==> src/rtl/his_frame_scheduler.sv <==
// Frame controller for the shared histogram RAM: CLEAR -> ACQ -> DRAIN -> SCAN/EMIT -> DONE.
// Owns the RAM port mux and streams one peak (pixel, bin, count) per pixel on a valid/ready output.
module his_frame_scheduler #(
  parameter int NB    = 6,
  parameter int PIX_W = 2,
  parameter int CNT_W = 8,
  parameter int ACQ_W = 16,
  localparam int RAM_ADDR = PIX_W + NB
) (
  input  logic                clk,
  input  logic                res,
  input  logic                start,
  input  logic [ACQ_W-1:0]    acq_num,
  output logic                busy,
  output logic                frame_done,
  output logic                bld_en,
  input  logic                bld_shot_done,
  input  logic                bld_busy,
  input  logic [RAM_ADDR-1:0] bld_waddr,
  input  logic [CNT_W-1:0]    bld_wdata,
  input  logic                bld_wen,
  input  logic [RAM_ADDR-1:0] bld_raddr,
  input  logic                bld_ren,
  output logic [RAM_ADDR-1:0] ram_waddr,
  output logic [CNT_W-1:0]    ram_wdata,
  output logic                ram_wen,
  output logic [RAM_ADDR-1:0] ram_raddr,
  output logic                ram_ren,
  input  logic [CNT_W-1:0]    ram_rdata,
  output logic                peak_valid,
  input  logic                peak_ready,
  output logic [PIX_W-1:0]    peak_pix,
  output logic [NB-1:0]       peak_bin,
  output logic [CNT_W-1:0]    peak_cnt,
  output logic [2:0]          dbgState
);

  typedef enum logic [2:0] {
    IDLE  = 3'd0,
    CLEAR = 3'd1,
    ACQ   = 3'd2,
    DRAIN = 3'd3,
    SCAN  = 3'd4,
    EMIT  = 3'd5,
    DONE  = 3'd6
  } stateT;

  stateT                state, stateNext;
  logic [ACQ_W-1:0]     acqNum;
  logic [ACQ_W-1:0]     shotCnt;
  logic [RAM_ADDR-1:0]  addrCnt;
  logic [PIX_W-1:0]     pix;
  logic [NB:0]          scanCyc;
  logic [CNT_W-1:0]     maxCnt;
  logic [NB-1:0]        maxBin;
  logic                 lastShot;

  // Peak stream handshake: a result transfers on a cycle where peak_valid and
  // peak_ready are both high; payload is held stable until that cycle.
  assign peak_pix = pix;
  assign peak_bin = maxBin;
  assign peak_cnt = maxCnt;
  assign dbgState = state;

  // acq_num = 0 still spends one ACQ cycle; otherwise leave on the final shot pulse
  assign lastShot = (acqNum == '0) ||
                    (bld_shot_done && ((shotCnt + ACQ_W'(1)) == acqNum));

  always_comb begin
    stateNext  = state;
    busy       = (state != IDLE);
    frame_done = 1'b0;
    bld_en     = 1'b0;
    ram_waddr  = '0;
    ram_wdata  = '0;
    ram_wen    = 1'b0;
    ram_raddr  = '0;
    ram_ren    = 1'b0;
    peak_valid = 1'b0;
    case (state)
      IDLE: begin
        if (start) stateNext = CLEAR;
      end
      CLEAR: begin
        ram_wen   = 1'b1;
        ram_waddr = addrCnt;
        if (addrCnt == '1) stateNext = ACQ;
      end
      ACQ: begin
        bld_en    = 1'b1;
        ram_waddr = bld_waddr;
        ram_wdata = bld_wdata;
        ram_wen   = bld_wen;
        ram_raddr = bld_raddr;
        ram_ren   = bld_ren;
        if (lastShot) stateNext = DRAIN;
      end
      DRAIN: begin
        ram_waddr = bld_waddr;
        ram_wdata = bld_wdata;
        ram_wen   = bld_wen;
        ram_raddr = bld_raddr;
        ram_ren   = bld_ren;
        if (!bld_busy) stateNext = SCAN;
      end
      SCAN: begin
        ram_ren   = !scanCyc[NB];
        ram_raddr = {pix, scanCyc[NB-1:0]};
        if (scanCyc[NB]) stateNext = EMIT;
      end
      EMIT: begin
        peak_valid = 1'b1;
        if (peak_ready) stateNext = (pix == '1) ? DONE : SCAN;
      end
      DONE: begin
        frame_done = 1'b1;
        stateNext  = IDLE;
      end
      default: stateNext = IDLE;
    endcase
  end

  always_ff @(posedge clk) begin
    if (res) begin
      state   <= IDLE;
      acqNum  <= '0;
      shotCnt <= '0;
      addrCnt <= '0;
      pix     <= '0;
      scanCyc <= '0;
      maxCnt  <= '0;
      maxBin  <= '0;
    end else begin
      state <= stateNext;
      case (state)
        IDLE: begin
          if (start) begin
            acqNum  <= acq_num;
            addrCnt <= '0;
          end
        end
        CLEAR: begin
          addrCnt <= addrCnt + RAM_ADDR'(1);
          shotCnt <= '0;
        end
        ACQ: begin
          if (bld_shot_done && (shotCnt != acqNum)) shotCnt <= shotCnt + ACQ_W'(1);
        end
        DRAIN: begin
          if (!bld_busy) begin
            pix     <= '0;
            scanCyc <= '0;
          end
        end
        SCAN: begin
          scanCyc <= scanCyc + (NB+1)'(1);
          // read data lags the address by one cycle, so it belongs to bin scanCyc-1
          if (scanCyc != '0) begin
            if ((scanCyc == (NB+1)'(1)) || (ram_rdata > maxCnt)) begin
              maxCnt <= ram_rdata;
              maxBin <= scanCyc[NB-1:0] - NB'(1);
            end
          end
        end
        EMIT: begin
          if (peak_ready && (pix != '1)) begin
            pix     <= pix + PIX_W'(1);
            scanCyc <= '0;
          end
        end
        default: ;
      endcase
    end
  end

endmodule
==> config.mk <==
export PLATFORM = sky130hd
export DESIGN_NAME = his_frame_scheduler
export DESIGN_NICKNAME = d
export VERILOG_FILES = /design/src/rtl/his_frame_scheduler.sv
export SDC_FILE = /design/constraint.sdc
export NUM_CORES = 1
export LEC_CHECK = 0
export CORE_ASPECT_RATIO = 1.5
export CORE_UTILIZATION = 50
export CTS_CLUSTER_SIZE = 14
export DETAILED_ROUTE_END_ITERATION = 10
export GPL_TIMING_DRIVEN = 0
export HOLD_SLACK_MARGIN = 0.03
export PLACE_DENSITY = 0.81
export RECOVER_POWER = 50
export SLEW_MARGIN = 15
export SYNTH_ARGS = -nofsm -noshare
export SYNTH_HDL_FRONTEND = slang
export SYNTH_SLANG_ARGS = --single-unit
==> constraint.sdc <==
create_clock -name clk -period 2.89 [get_ports clk]
set_input_delay 0.578 -clock clk [delete_from_list [all_inputs] [get_ports clk]]
set_output_delay 0.578 -clock clk [all_outputs]
set_load 0.1 [all_outputs]
======== After elaboration in Yosys (flattened, before gate mapping) ========
Index checks and enable logic that the tools add are counted.
operators by class
  reduce and logical (&&, ||, !) cells .... 22
  muxes and demuxes ....................... 26
  magnitude comparators ................... 1
  equality and inequality tests ........... 20
  add/subtract/negate cells ............... 5
operators with widths
  kind                   count
  $pmux 8 s2             3
  $pmux 16 s2            1
  $pmux 7 s3             1
  $mux 3                 6
  $ne 2x2->1 const B     9
  $pmux 3 s6             1
  $add 16x1->16 const B  1
  $eq 16x16->1           1
  $logic_not 16->1       1
  $mux 16                1
  $mux 8                 2
  $ne 16x16->1           1
  $mux 7                 2
  $eq 3x3->1 const B     3
  $reduce_and 3->1       3
  $add 8x1->8 const B    1
  $eq 8x8->1 const B     1
  $gt 8x8->1             1
  $add 7x1->7 const B    1
  $eq 7x1->1 const B     1
  $reduce_bool 7->1      1
  $eq 3x2->1 const B     2
  $mux 2                 3
  $reduce_and 2->1       3
  15 further kinds       24
word-level totals
  input bits .............................. 56
  register bits after elaboration ......... 66
  output and inout port bits .............. 49
  logic and storage cells ................. 82

======== Longest topological paths before layout ========
  depth in word-level cells ............... 6
  depth in mapped cells ................... 9
  gate-level depth less buffers ........... 8

======== Worst setup path after synthesis ========
No wires, ideal clock.
  path type ............................... flip-flop to output port
  from .................................... reg state[2] (netlist: dbgState[2])
  to ...................................... out ram_raddr[0]
  data required time ...................... 2.312 ns
  cell stages (with the launch flop) ...... 4
  slack ................................... -1.407 ns
  arrival time ............................ 3.719 ns
  buffers on the path ..................... 0
  cell sequence ........................... dfxtp_1 -> nand2b_1 -> or2_2 -> o21ai_0
between the ends
  cells in the longest elaborated chain, start to end .. 3
  elaborated cells on any way between the ends .. 5
  classes of those cells .................. eq/ne (3); mux (1); reduce/logical (1)
RTL lines
  what                              RTL line  text
  start: declaration                48        stateT state, stateNext;
  start signal: assignment          134       state <= stateNext;
  $eq 3x2->1                        80        case (state)
  $reduce_or 2->1 (no source line)  n/a
  $pmux 8 s2 *                      80
  end: declaration                  27        output logic [RAM_ADDR-1:0] ram_raddr,
Mark *: on every way between the ends. The rest lies on a longest branch, timed or not.

======== Worst setup path in the final report ========
  from .................................... reg state[0] (netlist: dbgState[0])
  to ...................................... out ram_wen
between the ends
  cells in the longest elaborated chain, start to end .. 3
  elaborated cells on any way between the ends .. 5
  classes of those cells .................. eq/ne (3); mux (1); reduce/logical (1)
RTL lines
  what                              RTL line  text
  $eq 3x2->1                        80
  $reduce_or 2->1 (no source line)  n/a
  $pmux 1 s2 *                      80
  end: declaration                  26        output logic ram_wen,
Marked as above.

==> flow_summary.toml <==
[synthesis]
synthMuxAreaShare_pct = 2.912
yosysMostFrequentCell = "nand2_1"
synth-xor-area-share_pct = 7.281
synth_compound_area_share_pct = 23.36
ys_ff_latch = 66
ys_warn_count = 0
ys_seq_area_share_pct = 31.38
syn_nets = 607
synth-simple-area-share_pct = 24.22
yosysTopAreaCellShare_pct = 31.38
netlist_area_um2 = 4210
syn-mean-instance-area_um2 = 7.855
synth_top_family_by_area = "simple AND/OR/NAND/NOR gates"
synth_area_leaders = "dfxtp_1 31%, nand2_1 6.2%, a21oi_1 4.8%"
yosysUniqueCellTypes = 61
ys_async_sr_fraction_pct = 0
netlist_instances = 536
synth_edf_count = 0
synth_ff_type = "dfxtp_1"
synthAdderAreaFrac_pct = 4.458
synth_top_cells_by_count = "69 x nand2_1, 66 x dfxtp_1, 46 x nor2_1, 40 x a21oi_1, 31 x clkbuf_1"
synth_largest_area_cell = "dfxtp_1"

[global_routing]
antenna_found_initial = 0
grt_use_total_pct = 28.54
grt_pass1_vias = 4366
grt_start_max_net_pins = 11
grt_pass1_wl_um = 19910
overflow = 0

[floorplanning]
io-pin-count = 105
die_area_um2 = 8799
core_um2 = 8108
start_util_pct = 51.93
fp-row-count = 40
die_h_um = 114.4
die_w_um = 76.93

[detailed_routing]
wire_per_inst_um = 15.91
routed_wl_um = 12060
drc = 0
first_pass_iters = 5
vias = 4393
drt_iter0_markers = 181
ant_nets = 0
drt-vias-per-instance = 5.796

[finish]
drive_gt1_share_pct = 16.23
instances_no_fill = 758
diodes = 0
fill_cells = 721
area_growth_pct = 34.21
final_cell_area_um2 = 5650
final_nets = 721
multi_input_comb_area_um2 = 2700
seq_area_um2 = 1324

[timing]
period_share_pct = 97.18
tightest_slew_ns = 1.014
slew_headroom_pct = 32.17
setup_viol = 0
slew_violations = 0
layout_min_cycle_time_ns = 2.808
hold_viol = 0
skew_ns = 0.005205
rsz0062_at_grt = "no"
fmax_mhz = 356.1

[clock_network]
path_clk_slew_ns = 0.05
htreeDepth = 3
clk_latency_ns = 0.33
root_buffer = "clkbuf_16"
tritoncts = "done"
cts_max_path_buffers = 2
postCtsSetupBuffers = 0
cts.sinks = 66
cts_buffers = 9

[critical_path]
crit_buf_inv = 4
worst_path_max_delay_cell = "or3b_2"
path_cells = "buf_2 > or3b_2 > clkbuf_1 > clkbuf_2 > nand2_2 > buf_4"
critPathMaxStageDelay_ns = 0.45
r2r_cells = 9
cp.depth = 6
crit_arrival_ns = 2.23
path_delay_family = "buffers and inverters"
required_ns = 2.31
end_kind = "output port"
path_class = "flop to output port"
worstSetupStartpointType = "flop"
crit_fanout = 10

[placed_design]
placed_cell_area_um2 = 5450
placed_cells = 744
io_buffers = 103
place_congestion = 0.9568
dp_hpwl_um = 9453

[worst_hold_path]
hp-class = "flop to flop"
whs_path_depth = 2

[job]
drv_cap = 0

[run_status]
outcome = "finished clean"

[power]
ir_worst_vdd_uv = 408.0
power_density_nw_per_um2 = 481.9
leakagePower_nw = 2.278
==> power breakdown <==
group          switching, W  leakage, nW  internal (W)
sequential        0.0000280        0.535      0.000941
combinational      0.000549         1.62      0.000256
clock              0.000355        0.123      0.000594
total              0.000932         2.28       0.00179
==> what timing repair did <==
item | in CTS | in global routing
hold buffers | 0 | 0
gates resized for setup | 141 | 20
endpoints found under the setup margin | 29 | 16
==> layout make-up <==
cell class / count / share of cell area, %
inverter: 24 / 1.594
buffer: 42 / 3.233
clock buffer: 14 / 4.495
tap: 105 / 2.325
sequential: 66 / 23.43
timing repair buffer: 103 / 17.14
multi-input combinational: 404 / 47.79
==> kinds of logic (layout without fill, tap and decap cells) <==
logic type	after synthesis	after routing
adder cells (fa/ha/maj)	15	15
flip-flops	66	66
AO/OA/AOI/OAI	138	138
buffers and inverters	66	183
XOR/XNOR	35	35
multiplexers	12	12
AND/OR/NAND/NOR	204	204
==> registers in the layout (all words and copies together), names as in the netlist <==
signal	cells
shotCnt	16
peak_cnt	8
dbgState	3
addrCnt	8
scanCyc	7
peak_bin	6
acqNum	16
peak_pix	2
==> tightest hold or removal path, stage by stage, from the launching register on <==
cell,delay [ns]
dfxtp_1,0.32
nand2_1,0.06
mux2i_1,0.06
==> final timing paths <==
check                              endpoint  slack, ns        start
worst max-delay path                ram_wen       0.08  dbgState[0]
worst min-delay path            shotCnt[15]       0.49  shotCnt[15]
worst max register to register   shotCnt[0]       0.31    acqNum[3]
worst min register to register  shotCnt[15]       0.49  shotCnt[15]
==> layout by cell type, fill, tap and decap left out, types with 7 or more instances in the layout <==
cell type and n:
clkbuf_4 8, or2_2 10, a22o_2 14, nand3_1 13, nor2_1 43, clkbuf_16 9
clkdlybuf4s50_1 57, dfxtp_1 64, inv_1 24, buf_2 10, xor2_1 20, nand4_1 12
clkbuf_1 30, o21ai_0 14, nand2_1 68, clkbuf_2 7, mux2i_1 10, xnor2_1 15
dlygate4sd3_1 17, ha_1 15, nor4_1 9, o2111ai_1 12, a21oi_1 40, and2_2 8
buf_4 14, o31ai_1 12
==> metrics by stage <==
stage / setup TNS, ns / power, W / utilization (%) / hold WS [ns] / setup slack (ns)
floorplan: -0.1633 / 0.001550 / - / 0.4548 / -0.1633
finish: 0 / 0.002723 / 69.69 / 0.4877 / 0.08158
detailed placement: -12.99 / 0.001796 / 67.22 / 0.4809 / -0.5856
global placement: -11.79 / 0.001784 / 67.22 / 0.4635 / -0.5185
CTS: -0.04409 / 0.002729 / 69.68 / 0.4872 / -0.04409
global route: 0 / 0.002824 / 69.69 / 0.5096 / 0.02462
==> metal layers <==
metal | vias to the layer above | share of wire, % | global-route usage [%]
li1 | 2157 | - | -
met2 | 153 | 52 | 52.74
met1 | 2051 | 40 | 30.50
met4 | 0 | 3.8 | 18.08
met3 | 32 | 4.4 | 3.347
met5 | - | 0 | 0
(Power assumes the default switching activity.)
